File: config.mk
export PLATFORM = sky130hd
export DESIGN_NAME = split2d_stream_flat
export DESIGN_NICKNAME = d
export VERILOG_FILES = /design/src/rtl/split2d_stream_if.sv /design/src/rtl/split2d_stream.sv /design/src/flat_wrapper.sv
export SDC_FILE = /design/constraint.sdc
export NUM_CORES = 1
export LEC_CHECK = 0
export ABC_CLOCK_PERIOD_IN_PS = 3800
export CAP_MARGIN = 10
export CORE_UTILIZATION = 46
export DETAILED_ROUTE_END_ITERATION = 6
export GPL_TIMING_DRIVEN = 0
export PLACE_DENSITY = 0.85
export SYNTH_ARGS = -nofsm -noshare
export SYNTH_HDL_FRONTEND = slang
export SYNTH_SLANG_ARGS = --single-unit
export TNS_END_PERCENT = 10
File: constraint.sdc
create_clock -name clk -period 3.8 [get_ports clk]
set_clock_uncertainty 0.1 [all_clocks]
set_input_delay 0.38 -clock clk [delete_from_list [all_inputs] [get_ports clk]]
set_output_delay 0.38 -clock clk [all_outputs]
set_load 0.05 [all_outputs]
File: src/rtl/split2d_stream_if.sv
`default_nettype none
// ----------------------------------------------------------------------------
// split2d_stream_if
// Bundles the input stream, the two output streams and the framing-error flag
// of split2d_stream. The producer/consumer side uses "master", the splitter
// uses "slave".
// Rev 1.0 - initial release
// ----------------------------------------------------------------------------
interface split2d_stream_if #(
  parameter int WIDTH = 16
);
  logic             s_valid;
  logic             s_ready;
  logic [WIDTH-1:0] s_data;
  logic             s_last;
  logic             a_valid;
  logic             a_ready;
  logic [WIDTH-1:0] a_data;
  logic             a_last;
  logic             b_valid;
  logic             b_ready;
  logic [WIDTH-1:0] b_data;
  logic             b_last;
  logic             err;

  modport master (
    output s_valid, s_data, s_last, a_ready, b_ready,
    input  s_ready, a_valid, a_data, a_last, b_valid, b_data, b_last, err
  );

  modport slave (
    input  s_valid, s_data, s_last, a_ready, b_ready,
    output s_ready, a_valid, a_data, a_last, b_valid, b_data, b_last, err
  );
endinterface
`default_nettype wire

File: src/rtl/split2d_stream.sv
`default_nettype none
// ----------------------------------------------------------------------------
// split2d_stream
// Splits one channel-major tensor of (A_CH+B_CH)*IN_H*IN_W words into an
// A portion (first A_CH channels) and a B portion (remaining B_CH channels).
// Each output owns a one-entry buffer so A and B back-pressure independently.
// Rev 1.0 - initial release
// ----------------------------------------------------------------------------
module split2d_stream #(
  parameter int A_CH      = 1,
  parameter int B_CH      = 1,
  parameter int IN_H      = 1,
  parameter int IN_W      = 1,
  parameter int WIDTH     = 16,
  parameter     PRECISION = "Q8.8"
) (
  input  logic              clk,
  input  logic              rst_n,
  split2d_stream_if.slave   bus
);

  localparam int A_N = A_CH * IN_H * IN_W;
  localparam int B_N = B_CH * IN_H * IN_W;
  localparam int TOT = A_N + B_N;
  localparam int CW  = (TOT > 1) ? $clog2(TOT) : 1;

  localparam logic [CW-1:0] c_a_last_idx = CW'(A_N - 1);
  localparam logic [CW-1:0] c_tot_last   = CW'(TOT - 1);
  localparam logic [CW-1:0] c_idx_one    = CW'(1);

  // Both portions must hold at least one word; the format tag must be present.
  if (A_N < 1 || B_N < 1 || PRECISION == 0) begin : g_bad_size
    $error("split2d_stream: A_N and B_N must be >= 1 and the precision tag set");
  end

  logic [CW-1:0]    r_idx;
  logic             r_err;
  logic             r_a_valid;
  logic [WIDTH-1:0] r_a_data;
  logic             r_a_last;
  logic             r_b_valid;
  logic [WIDTH-1:0] r_b_data;
  logic             r_b_last;

  logic             w_to_a;
  logic             w_idx_end;
  logic             w_s_ready;
  logic             w_acc;

  // Only the buffer of the current target decides whether a word can enter;
  // the other lane may be stalled without blocking this one.
  assign w_to_a    = (r_idx <= c_a_last_idx);
  assign w_idx_end = (r_idx == c_tot_last);
  assign w_s_ready = w_to_a ? (!r_a_valid || bus.a_ready)
                            : (!r_b_valid || bus.b_ready);
  assign w_acc     = bus.s_valid && w_s_ready;

  // Word index and sticky framing flag. An early s_last resyncs the index to
  // the start of a tensor; a missing s_last only flags the error.
  always_ff @(posedge clk or negedge rst_n) begin
    if (!rst_n) begin
      r_idx <= '0;
      r_err <= 1'b0;
    end else if (w_acc) begin
      if (w_idx_end || bus.s_last) begin
        r_idx <= '0;
      end else begin
        r_idx <= r_idx + c_idx_one;
      end
      if (bus.s_last != w_idx_end) begin
        r_err <= 1'b1;
      end
    end
  end

  // Output A buffer: a write wins over a same-cycle pop.
  always_ff @(posedge clk or negedge rst_n) begin
    if (!rst_n) begin
      r_a_valid <= 1'b0;
      r_a_data  <= '0;
      r_a_last  <= 1'b0;
    end else if (w_acc && w_to_a) begin
      r_a_valid <= 1'b1;
      r_a_data  <= bus.s_data;
      r_a_last  <= (r_idx == c_a_last_idx);
    end else if (bus.a_ready) begin
      r_a_valid <= 1'b0;
    end
  end

  // Output B buffer: a write wins over a same-cycle pop.
  always_ff @(posedge clk or negedge rst_n) begin
    if (!rst_n) begin
      r_b_valid <= 1'b0;
      r_b_data  <= '0;
      r_b_last  <= 1'b0;
    end else if (w_acc && !w_to_a) begin
      r_b_valid <= 1'b1;
      r_b_data  <= bus.s_data;
      r_b_last  <= w_idx_end;
    end else if (bus.b_ready) begin
      r_b_valid <= 1'b0;
    end
  end

  assign bus.s_ready = w_s_ready;
  assign bus.a_valid = r_a_valid;
  assign bus.a_data  = r_a_data;
  assign bus.a_last  = r_a_last;
  assign bus.b_valid = r_b_valid;
  assign bus.b_data  = r_b_data;
  assign bus.b_last  = r_b_last;
  assign bus.err     = r_err;

endmodule
`default_nettype wire
File: src/flat_wrapper.sv
// flat-port wrapper written by rule: the top's interface ports become plain ports
module split2d_stream_flat 
#(
  parameter int A_CH      = 1,
  parameter int B_CH      = 1,
  parameter int IN_H      = 1,
  parameter int IN_W      = 1,
  parameter int WIDTH     = 16,
  parameter     PRECISION = "    "
)
  (clk, rst_n, bus_s_valid, bus_s_data, bus_s_last, bus_a_ready, bus_b_ready, bus_s_ready, bus_a_valid, bus_a_data, bus_a_last, bus_b_valid, bus_b_data, bus_b_last, bus_err);
  split2d_stream_if #(.WIDTH(WIDTH)) bus_i ();
  input  logic clk;
  input  logic rst_n;
  input wire logic [$bits(bus_i.s_valid)-1:0] bus_s_valid;
  input wire logic [$bits(bus_i.s_data)-1:0] bus_s_data;
  input wire logic [$bits(bus_i.s_last)-1:0] bus_s_last;
  input wire logic [$bits(bus_i.a_ready)-1:0] bus_a_ready;
  input wire logic [$bits(bus_i.b_ready)-1:0] bus_b_ready;
  output wire logic [$bits(bus_i.s_ready)-1:0] bus_s_ready;
  output wire logic [$bits(bus_i.a_valid)-1:0] bus_a_valid;
  output wire logic [$bits(bus_i.a_data)-1:0] bus_a_data;
  output wire logic [$bits(bus_i.a_last)-1:0] bus_a_last;
  output wire logic [$bits(bus_i.b_valid)-1:0] bus_b_valid;
  output wire logic [$bits(bus_i.b_data)-1:0] bus_b_data;
  output wire logic [$bits(bus_i.b_last)-1:0] bus_b_last;
  output wire logic [$bits(bus_i.err)-1:0] bus_err;
  assign bus_i.s_valid = bus_s_valid;
  assign bus_i.s_data = bus_s_data;
  assign bus_i.s_last = bus_s_last;
  assign bus_i.a_ready = bus_a_ready;
  assign bus_i.b_ready = bus_b_ready;
  assign bus_s_ready = bus_i.s_ready;
  assign bus_a_valid = bus_i.a_valid;
  assign bus_a_data = bus_i.a_data;
  assign bus_a_last = bus_i.a_last;
  assign bus_b_valid = bus_i.b_valid;
  assign bus_b_data = bus_i.b_data;
  assign bus_b_last = bus_i.b_last;
  assign bus_err = bus_i.err;
  split2d_stream #(.A_CH(A_CH), .B_CH(B_CH), .IN_H(IN_H), .IN_W(IN_W), .WIDTH(WIDTH), .PRECISION(PRECISION)) u_core (.clk(clk), .rst_n(rst_n), .bus(bus_i));
endmodule
==> results of run 1 <==
## per-stage QoR
stage	instances	setup slack, ns	utilization
2_1_floorplan	92	1.64	-
3_3_place_gp	195	1.26	0.704
3_5_place_dp	195	1.26	0.702
4_1_cts	202	1.24	0.716
5_1_grt	202	1.19	0.716
6_report	202	1.25	0.716
## worst max path at each step
stage,start,to,slack [ns],depth (start not counted)
global placement,bus_b_ready,bus_s_ready,1.26,4
CTS,bus_b_ready,bus_s_ready,1.24,4
global route,bus_b_ready,bus_s_ready,1.19,4
detailed placement,bus_b_ready,bus_s_ready,1.26,4
finish,bus_b_ready,bus_s_ready,1.25,4
floorplan,u_core.bus.b_valid,bus_s_ready,1.64,2
## cells in the final DEF, fill, tap and decap left out, types with 2 or more instances in the layout
cell type	netlist	routed
sky130_fd_sc_hd__clkbuf_1	0	2
sky130_fd_sc_hd__clkbuf_4	0	5
sky130_fd_sc_hd__clkdlybuf4s50_1	0	58
sky130_fd_sc_hd__dfrtp_1	38	38
sky130_fd_sc_hd__inv_1	3	3
sky130_fd_sc_hd__mux2_2	15	15
sky130_fd_sc_hd__mux2_4	17	17
sky130_fd_sc_hd__nand2b_1	2	2
sky130_fd_sc_hd__nor2_8	2	2
sky130_fd_sc_hd__or2_2	2	2
## registers in the layout, indices dropped and copies added (netlist names)
| signal | flops |
|---|---|
| u_core.bus.a_data | 16 |
| u_core.bus.err | 1 |
| u_core.bus.b_last | 1 |
| u_core.r_idx | 1 |
| u_core.bus.b_data | 16 |
| u_core.bus.a_last | 1 |
| u_core.bus.b_valid | 1 |
| u_core.bus.a_valid | 1 |
## final cells by class
| cell class | count | area [um^2] | area share |
|---|---|---|---|
| buffer | 2 | 35.0 | 0.0155 |
| clock buffer | 7 | 45.0 | 0.0199 |
| inverter | 3 | 11.3 | 0.00499 |
| multi-input combinational | 49 | 576 | 0.255 |
| sequential | 38 | 951 | 0.421 |
| tap | 44 | 55.1 | 0.0244 |
| timing repair buffer | 59 | 586 | 0.259 |
## worst max-delay path: stages
cell	delay, ns
sky130_fd_sc_hd__clkdlybuf4s50_1	0.46
sky130_fd_sc_hd__and2b_2	0.27
sky130_fd_sc_hd__a21oi_1	0.15
sky130_fd_sc_hd__clkdlybuf4s50_1	0.81
## Yosys cell counts
cell	number
sky130_fd_sc_hd__nand2_1	1
sky130_fd_sc_hd__nand2_2	1
sky130_fd_sc_hd__ha_1	1
sky130_fd_sc_hd__nor2_1	1
sky130_fd_sc_hd__o22ai_1	1
sky130_fd_sc_hd__inv_1	3
sky130_fd_sc_hd__or2_2	2
sky130_fd_sc_hd__a2bb2oi_1	1
sky130_fd_sc_hd__dfrtp_1	38
sky130_fd_sc_hd__nand2b_4	1
sky130_fd_sc_hd__a21oi_1	1
sky130_fd_sc_hd__mux2_2	15
sky130_fd_sc_hd__mux2_4	17
sky130_fd_sc_hd__buf_12	1
sky130_fd_sc_hd__nand2b_1	2
sky130_fd_sc_hd__and2b_4	1
sky130_fd_sc_hd__buf_8	1
sky130_fd_sc_hd__a21o_1	1
sky130_fd_sc_hd__nor2_8	2
sky130_fd_sc_hd__and2b_2	1
## metal layers
layer,wire length (um),vias to the layer above,share of wire,global-route usage
li1,-,445,-,-
met1,1270,485,0.41,0.249
met2,1540,39,0.50,0.316
met3,207,8,0.067,0.0704
met4,94,0,0.030,0.0942
met5,0,-,0,0
## kinds of logic after synthesis
group,count (synthesis),synth area share
mux,32,0.270
fa+ha+maj,1,0.00795
simple gates,12,0.0708
flops,38,0.605
compound gates,4,0.0175
buf+inv,5,0.0294
==> results.md, run 1 <==
- Outcome: completed
- Area Growth Syn to Fin: 43.6%
- Full die area: 3660 um^2
- Number of remaining DRC errors: 0
- Crit start category: input pin
- Width of the die: 60.5 um
- Placement row count: 20
- # H-tree levels: 2
- Summed instance area of the synthesized netlist: 1570 um^2
- Hold Vio Cnt, Final: 0
- Count of hold-fix buffers inserted at cts: 0
- Detailed-route wire length per cell: 15.4 um
- Transition at the pin with the smallest max-transition slack: 0.818 ns
- Port Buffer Count: 59
- Buffer levels on the longest clock path: 2
- Boundary pin count: 60
- Max Cap Violations: 0
- CTS Buf Count: 5
- Sequential fraction of the synthesis area: 0.605
- Clock Sinks: 38
- Placer congestion estimate: 0.751
- Setup repair bufs after CTS: 0
- Tightest hold margin: 0.0275 ns
- Aggregate global-route resource usage: 0.200
- Setup TNS: 0 ns
- Setup Crit Path Kind: input pin to primary output
- Worst Reg2Reg Path Length in Cells: 4
- Post-detailed-placement cell area: 2210 um^2
- Endpoint of the worst register-to-register path: u_core.bus.b_data[7]
- DR vias/cell: 4.84
- Starting utilization of the core area: 0.499
- Via count of the first global-routing pass: 1,064
- Placed wire-length estimate: 2.26 mm
- Total Routed Length: 3.11 mm
- Unique masters post-synth: 20
- Vias: 977
- Arrival @ worst endpoint: 2.07 ns
- Classification of the worst-slack hold path: input pin to async pin
- Share of post-route cells with drive strength above 1: 0.304
- Fraction of the cycle the final worst path needs: 0.671
- Number of instances resized during post-cts repair: 0
- Wire length of the first global-routing pass: 5.13 mm
- Clock tree from TritonCTS: done
- Data required time of the worst path: 3.32 ns
- Flop and latch count out of synthesis: 38
- Clock latency on the worst-skew pair: 0.33 ns
- Clock period minus worst slack: 2.55 ns
- Iteration-0 DRC count of the detailed router: 36
- Clock slew at the register clock pins of the worst setup and hold paths: 0.10 ns
- Pin count of the biggest net entering global routing: 39
- Type of element capturing the critical path: primary output
- Final Net Count: 181
- Number of antenna cells inserted: 0
- Achievable frequency: 392 MHz
- FF-to-FF setup slack: 2.24 ns
- Net count after synthesis: 115
- Filler Cell Count: 229
- Total setup violations reported at the end of the flow: 0
- Pre-antenna DRT Iters: 4
- Headroom to the max-slew limit: 0.455
- Yosys top cell area share: 0.605
- Number of antenna violations at the first check in global routing: 0
- Gate count of the mapped netlist: 92
- Yosys top cell by area: sky130_fd_sc_hd__dfrtp_1
- Post-detailed-route count of antenna-violating nets: 0
- Biggest area contributors in the synthesized netlist: sky130_fd_sc_hd__dfrtp_1 60%, sky130_fd_sc_hd__mux2_4 16%, sky130_fd_sc_hd__mux2_2 11%
- Final global-route overflow total: 0
- Avg Inst Size Synth: 17.1 um^2
- Number of warning messages in the yosys log: 0
- Standard cell core area: 3150 um^2
- Die outline height: 60.5 um
- Setup repair after global routing missed its margin: false
- Root buffer selected by CTS: sky130_fd_sc_hd__clkbuf_4
- Worst-path maximum fanout: 4
- Pins over their slew limit: 0
- Design Area, Final: 2260 um^2
- Launch point of the worst reg-to-reg path: u_core.bus.b_valid
Power of run 1 is left out: the tool's default activity adds up to more than one toggle a clock period on the data nets, which glitch-free logic cannot reach.
==> run 2: changes to the inputs <==
--- a/config.mk
+++ b/config.mk
@@ -5,12 +5,12 @@
 export SDC_FILE = /design/constraint.sdc
 export NUM_CORES = 1
 export LEC_CHECK = 0
-export ABC_CLOCK_PERIOD_IN_PS = 3800
+export ABC_CLOCK_PERIOD_IN_PS = 2400
 export CAP_MARGIN = 10
-export CORE_UTILIZATION = 46
+export CORE_UTILIZATION = 43
 export DETAILED_ROUTE_END_ITERATION = 6
 export GPL_TIMING_DRIVEN = 0
-export PLACE_DENSITY = 0.85
+export PLACE_DENSITY = 0.81
 export SYNTH_ARGS = -nofsm -noshare
 export SYNTH_HDL_FRONTEND = slang
 export SYNTH_SLANG_ARGS = --single-unit
==> constraint.sdc (replaced) <==
create_clock -name clk -period 2.4 [get_ports clk]
set_clock_uncertainty 0.1 [all_clocks]
set_input_delay 0.24 -clock clk [delete_from_list [all_inputs] [get_ports clk]]
set_output_delay 0.24 -clock clk [all_outputs]
set_load 0.05 [all_outputs]
==> results.md, run 2 (synthesized netlist as in run 1, its figures left out) <==
- Outcome: completed
- Most common cell after layout, fill and taps aside: sky130_fd_sc_hd__clkdlybuf4s50_1
- Fraction of the cycle the final worst path needs: 0.797
- Utilization after layout: 0.676 (-0.0401)
- Total setup violations reported at the end of the flow: 0 (unchanged)
- Transition at the pin with the smallest max-transition slack: 0.815 ns (-0.00283 ns)
- Clock slew at the register clock pins of the worst setup and hold paths: 0.11 ns (about the same)
- Setup repair after global routing missed its margin: false
- Worst-path maximum fanout: 4 (unchanged)
- Setup repair bufs after CTS: 0 (unchanged)
- Setup Crit Path Kind: flop to primary output
- Width of the die: 62.5 um (+3.3%)
- Pin count of the biggest net entering global routing: 39 (unchanged)
- Classification of the worst-slack hold path: flop to flop
- Iteration-0 DRC count of the detailed router: 13 (-64%)
- Data required time of the worst path: 2.06 ns (-1.26 ns)
- Crit start category: flop
- Buffer levels on the longest clock path: 2 (unchanged)
- Setup TNS: 0 ns (unchanged)
- Total Routed Length: 3.18 mm (+2.2%)
- Clock period minus worst slack: 1.91 ns
- Commonest cells after routing, fill and taps aside: 57 x sky130_fd_sc_hd__clkdlybuf4s50_1, 38 x sky130_fd_sc_hd__dfrtp_1, 17 x sky130_fd_sc_hd__mux2_4
- Full die area: 3900 um^2 (+6.7%)
- DR vias/cell: 4.77 (-1.4%)
- Headroom to the max-slew limit: 0.457 (+0.00189)
- Port Buffer Count: 59 (unchanged)
- Type of element capturing the critical path: primary output
- Starting utilization of the core area: 0.460 (-0.0384)
- Placement row count: 21 (+5.0%)
- Share of post-route cells with drive strength above 1: 0.314 (+0.0107)
- Standard cell core area: 3420 um^2 (+8.3%)
- Pre-antenna DRT Iters: 4 (unchanged)
- Post-detailed-route count of antenna-violating nets: 0 (unchanged)
- FF-to-FF setup slack: 0.84 ns (-1.40 ns)
- Pins over their slew limit: 0 (unchanged)
- Aggregate global-route resource usage: 0.184 (-0.0166)
- Number of antenna violations at the first check in global routing: 0 (unchanged)
- Hold Vio Cnt, Final: 0 (unchanged)
- CTS Buf Count: 5 (unchanged)
- Arrival @ worst endpoint: 1.57 ns (-0.50 ns)
- Clock Sinks: 38 (unchanged)
- Wire length of the first global-routing pass: 5.39 mm (+5.1%)
- Number of antenna cells inserted: 0 (unchanged)
- Area Growth Syn to Fin: 46.9%
- Max Cap Violations: 0 (unchanged)
- Detailed-route wire length per cell: 15.5 um (+0.66%)
- Number of standard cells in the final layout excluding fillers: 205 (+1.5%)
- Placer congestion estimate: 0.742 (-1.2%)
- Placed wire-length estimate: 2.29 mm (+1.1%)
- Number of cells in the design after placement: 197 (+1.0%)
- Clock latency on the worst-skew pair: 0.33 ns (about the same)
- Die outline height: 62.5 um (+3.3%)
- Vias: 978 (+0.10%)
- Number of remaining DRC errors: 0 (unchanged)
- Clock tree from TritonCTS: done
- Final global-route overflow total: 0 (unchanged)
- Boundary pin count: 60 (unchanged)
- Final Net Count: 182 (+0.55%)
- Via count of the first global-routing pass: 1,100 (+3.4%)
- Filler Cell Count: 253 (+10%)
- Achievable frequency: 523 MHz
- # H-tree levels: 2 (unchanged)
- Root buffer selected by CTS: sky130_fd_sc_hd__clkbuf_4
[run 2: worst paths after layout]
kind | depth (start not counted) | startpoint | to
max | 3 | u_core.bus.b_valid | bus_s_ready
min | 1 | u_core.bus.err | u_core.bus.err
max reg2reg | 4 | u_core.bus.b_valid | u_core.bus.b_data[10]
min reg2reg | 1 | u_core.bus.err | u_core.bus.err
max in group asynchronous | 2 | rst_n | u_core.bus.a_data[5]
min in group asynchronous | 2 | rst_n | u_core.bus.a_data[15]
[run 2: repair_timing]
action                                  4_1_cts  5_1_grt
hold endpoints to repair                     38        0
endpoints found under the setup margin        0        1
resized for setup                             0        1
hold buffers                                  1        0
[run 2: final cells by class]
type / instances / area, um^2 / share of cell area
plain buffers: 2 / 35.0 / 0.0152
clock buffers: 6 / 51.3 / 0.0222
clock inverters: 1 / 30.0 / 0.0130
inverters: 3 / 11.3 / 0.00488
multi-input cells: 49 / 576 / 0.249
flip-flops and latches: 38 / 951 / 0.412
well taps: 46 / 57.6 / 0.0249
repair buffers: 60 / 598 / 0.259
[run 2: through the flow]
stage	hold WS (ns)	cell area [um^2]	setup WS, ns
6_report	0.370	2310	0.487
5_1_grt	0.405	2310	0.339
3_5_place_dp	0.281	2220	0.117
3_3_place_gp	0.349	2220	0.138
4_1_cts	0.378	2310	0.0817
2_1_floorplan	-0.156	1570	0.380
[run 2: metal layers]
layer	up-vias	GRT usage	wire length [um]
li1	451	-	-
met5	-	0	0
met2	36	0.306	1600
met4	0	0.0610	42
met1	487	0.202	1280
met3	4	0.0931	253
[run 2: critical path: stages, from the launching register on]
cell                             delay (ns)
sky130_fd_sc_hd__dfrtp_1               0.39
sky130_fd_sc_hd__and2b_2               0.26
sky130_fd_sc_hd__a21oi_1               0.17
sky130_fd_sc_hd__dlymetal6s2s_1        0.43
Power of run 2 is left out for the same reason.
==> run 3: changes to the inputs <==
--- a/config.mk
+++ b/config.mk
@@ -5,7 +5,7 @@
 export SDC_FILE = /design/constraint.sdc
 export NUM_CORES = 1
 export LEC_CHECK = 0
-export ABC_CLOCK_PERIOD_IN_PS = 2400
+export ABC_CLOCK_PERIOD_IN_PS = 1900
 export CAP_MARGIN = 10
 export CORE_UTILIZATION = 43
 export DETAILED_ROUTE_END_ITERATION = 6
==> constraint.sdc (replaced) <==
create_clock -name clk -period 1.9 [get_ports clk]
set_clock_uncertainty 0.1 [all_clocks]
set_input_delay 0.19 -clock clk [delete_from_list [all_inputs] [get_ports clk]]
set_output_delay 0.19 -clock clk [all_outputs]
set_load 0.05 [all_outputs]
==> results.md, run 3 (synthesized netlist as in run 1, its figures left out) <==
- Width of the die: 62.5 um (unchanged)
- Placer congestion estimate: 0.746 (+0.48%)
- Number of antenna violations at the first check in global routing: 0 (unchanged)
- Boundary pin count: 60 (unchanged)
- Starting utilization of the core area: 0.460 (unchanged)
- Type of element capturing the critical path: primary output
- Total setup violations reported at the end of the flow: 0 (unchanged)
- Pre-CTS setup slack: -0.247 ns (-0.365 ns)
- Filler Cell Count: 251 (-0.79%)
- Achievable frequency: 543 MHz
- Iteration-0 DRC count of the detailed router: 39 (+26)
- Pins over their slew limit: 0 (unchanged)
- Root buffer selected by CTS: sky130_fd_sc_hd__clkbuf_4
- DR vias/cell: 4.81 (+0.84%)
- Share of post-route cells with drive strength above 1: 0.331 (+0.0168)
- Area Growth Syn to Fin: 48.9%
- Die outline height: 62.5 um (unchanged)
- Maximum single-stage delay on the critical path: 0.81 ns (+0.38 ns)
- Clock Sinks: 38 (unchanged)
- Final Net Count: 182 (unchanged)
- WP buf/inv: 1 (unchanged)
- Most common cell after layout, fill and taps aside: sky130_fd_sc_hd__clkdlybuf4s50_1
- Total Routed Length: 3.11 mm (-2.2%)
- Hold Vio Cnt, Final: 0 (unchanged)
- Worst Reg2Reg Path Length in Cells: 4 (unchanged)
- Clock latency on the worst-skew pair: 0.34 ns (about the same)
- Fraction of the cycle the final worst path needs: 0.970
- Commonest cells after routing, fill and taps aside: 57 x sky130_fd_sc_hd__clkdlybuf4s50_1, 38 x sky130_fd_sc_hd__dfrtp_1, 17 x sky130_fd_sc_hd__mux2_4
- Crit start category: flop
- Setup repair bufs after CTS: 0 (unchanged)
- Worst setup margin: 0.0579 ns (-0.429 ns)
- Number of cells in the design after placement: 197 (unchanged)
- Clock slew at the register clock pins of the worst setup and hold paths: 0.12 ns (about the same)
- Vias: 991 (+1.3%)
- Arrival @ worst endpoint: 1.55 ns (-0.02 ns)
- Classification of the worst-slack hold path: input pin to async pin
- Transition at the pin with the smallest max-transition slack: 0.826 ns (+0.0108 ns)
- Placed wire-length estimate: 2.14 mm (-6.4%)
- Slowest cell on crit path: sky130_fd_sc_hd__clkdlybuf4s50_1
- Aggregate global-route resource usage: 0.178 (-0.00611)
- Clock tree from TritonCTS: done
- CTS Buf Count: 5 (unchanged)
- Headroom to the max-slew limit: 0.449 (-0.00719)
- Cell breakdown of the critical path: clkdlybuf4s50_1
- Data required time of the worst path: 1.61 ns (-0.45 ns)
- Family with the most delay on the worst path: buffers and inverters
- Setup repair after global routing missed its margin: false
- Full die area: 3900 um^2 (unchanged)
- Clock period minus worst slack: 1.84 ns
- Worst-path maximum fanout: 2 (-2)
- Number of antenna cells inserted: 0 (unchanged)
- Port Buffer Count: 59 (unchanged)
- Outcome: completed
- Buffer levels on the longest clock path: 2 (unchanged)
- WP depth: 1 (-2)
- Pin count of the biggest net entering global routing: 39 (unchanged)
- Detailed-route wire length per cell: 15.1 um (-2.6%)
- Standard cell core area: 3420 um^2 (unchanged)
- Post-detailed-route count of antenna-violating nets: 0 (unchanged)
- Max Cap Violations: 0 (unchanged)
- # H-tree levels: 2 (unchanged)
- Setup Crit Path Kind: flop to primary output
- Pre-antenna DRT Iters: 4 (unchanged)
- Number of standard cells in the final layout excluding fillers: 206 (+0.49%)
- Tightest hold margin: 0.371 ns (+0.00101 ns)
- Via count of the first global-routing pass: 1,078 (-2.0%)
- Placement row count: 21 (unchanged)
- Number of remaining DRC errors: 0 (unchanged)
- Final global-route overflow total: 0 (unchanged)
- Wire length of the first global-routing pass: 5.24 mm (-2.8%)
-- run 3: cell types whose count changed in the layout (fill, tap and decap cells not counted) --
cell	change
sky130_fd_sc_hd__bufinv_16	+1
sky130_fd_sc_hd__dlymetal6s2s_1	-1
sky130_fd_sc_hd__clkdlybuf4s15_2	+1
sky130_fd_sc_hd__a21oi_1	-1
sky130_fd_sc_hd__a21oi_2	+1
-- run 3: routing by layer --
| layer | GRT usage | wire, um | vias up |
|---|---|---|---|
| met3 | 0.0712 | 257 | 6 |
| li1 | - | - | 451 |
| met2 | 0.281 | 1400 | 48 |
| met5 | 0 | 0 | - |
| met1 | 0.214 | 1400 | 486 |
| met4 | 0.0756 | 53 | 0 |
-- run 3: layout make-up --
cell class                 count  area [um^2]  share of cell area
sequential                    38          951               0.406
timing repair buffer          60          597               0.255
multi-input combinational     49          579               0.247
clock inverter                 2         60.1              0.0256
tap                           46         57.6              0.0246
clock buffer                   6         51.3              0.0219
buffer                         2         35.0              0.0150
inverter                       3         11.3             0.00481
-- run 3: per-stage QoR --
step / TNS [ns] / instance area (um^2) / utilization
after floorplan: 0 / 1580 / -
after global placement: -9.22 / 2220 / 0.651
after detailed placement: -0.247 / 2220 / 0.650
after CTS: 0 / 2340 / 0.686
after global routing: 0 / 2340 / 0.686
final: 0 / 2340 / 0.686
-- run 3: final timing paths --
check / startpoint / to / slack [ns]
min in group clk: u_core.bus.err / u_core.bus.err / 0.37
min reg2reg: u_core.bus.err / u_core.bus.err / 0.37
max reg2reg: u_core.r_idx / u_core.bus.a_data[1] / 0.34
min: rst_n / u_core.bus.b_last / 0.37
max in group asynchronous: rst_n / u_core.bus.a_data[0] / 0.79
max: u_core.bus.a_data[4] / bus_a_data[4] / 0.06
-- run 3: what timing repair did --
action | in CTS | in global routing
hold buffers | 1 | 0
resized for setup | 3 | 0
endpoints found under the hold margin | 38 | 0
setup endpoints to repair | 1 | 0
Power of run 3 is left out for the same reason.
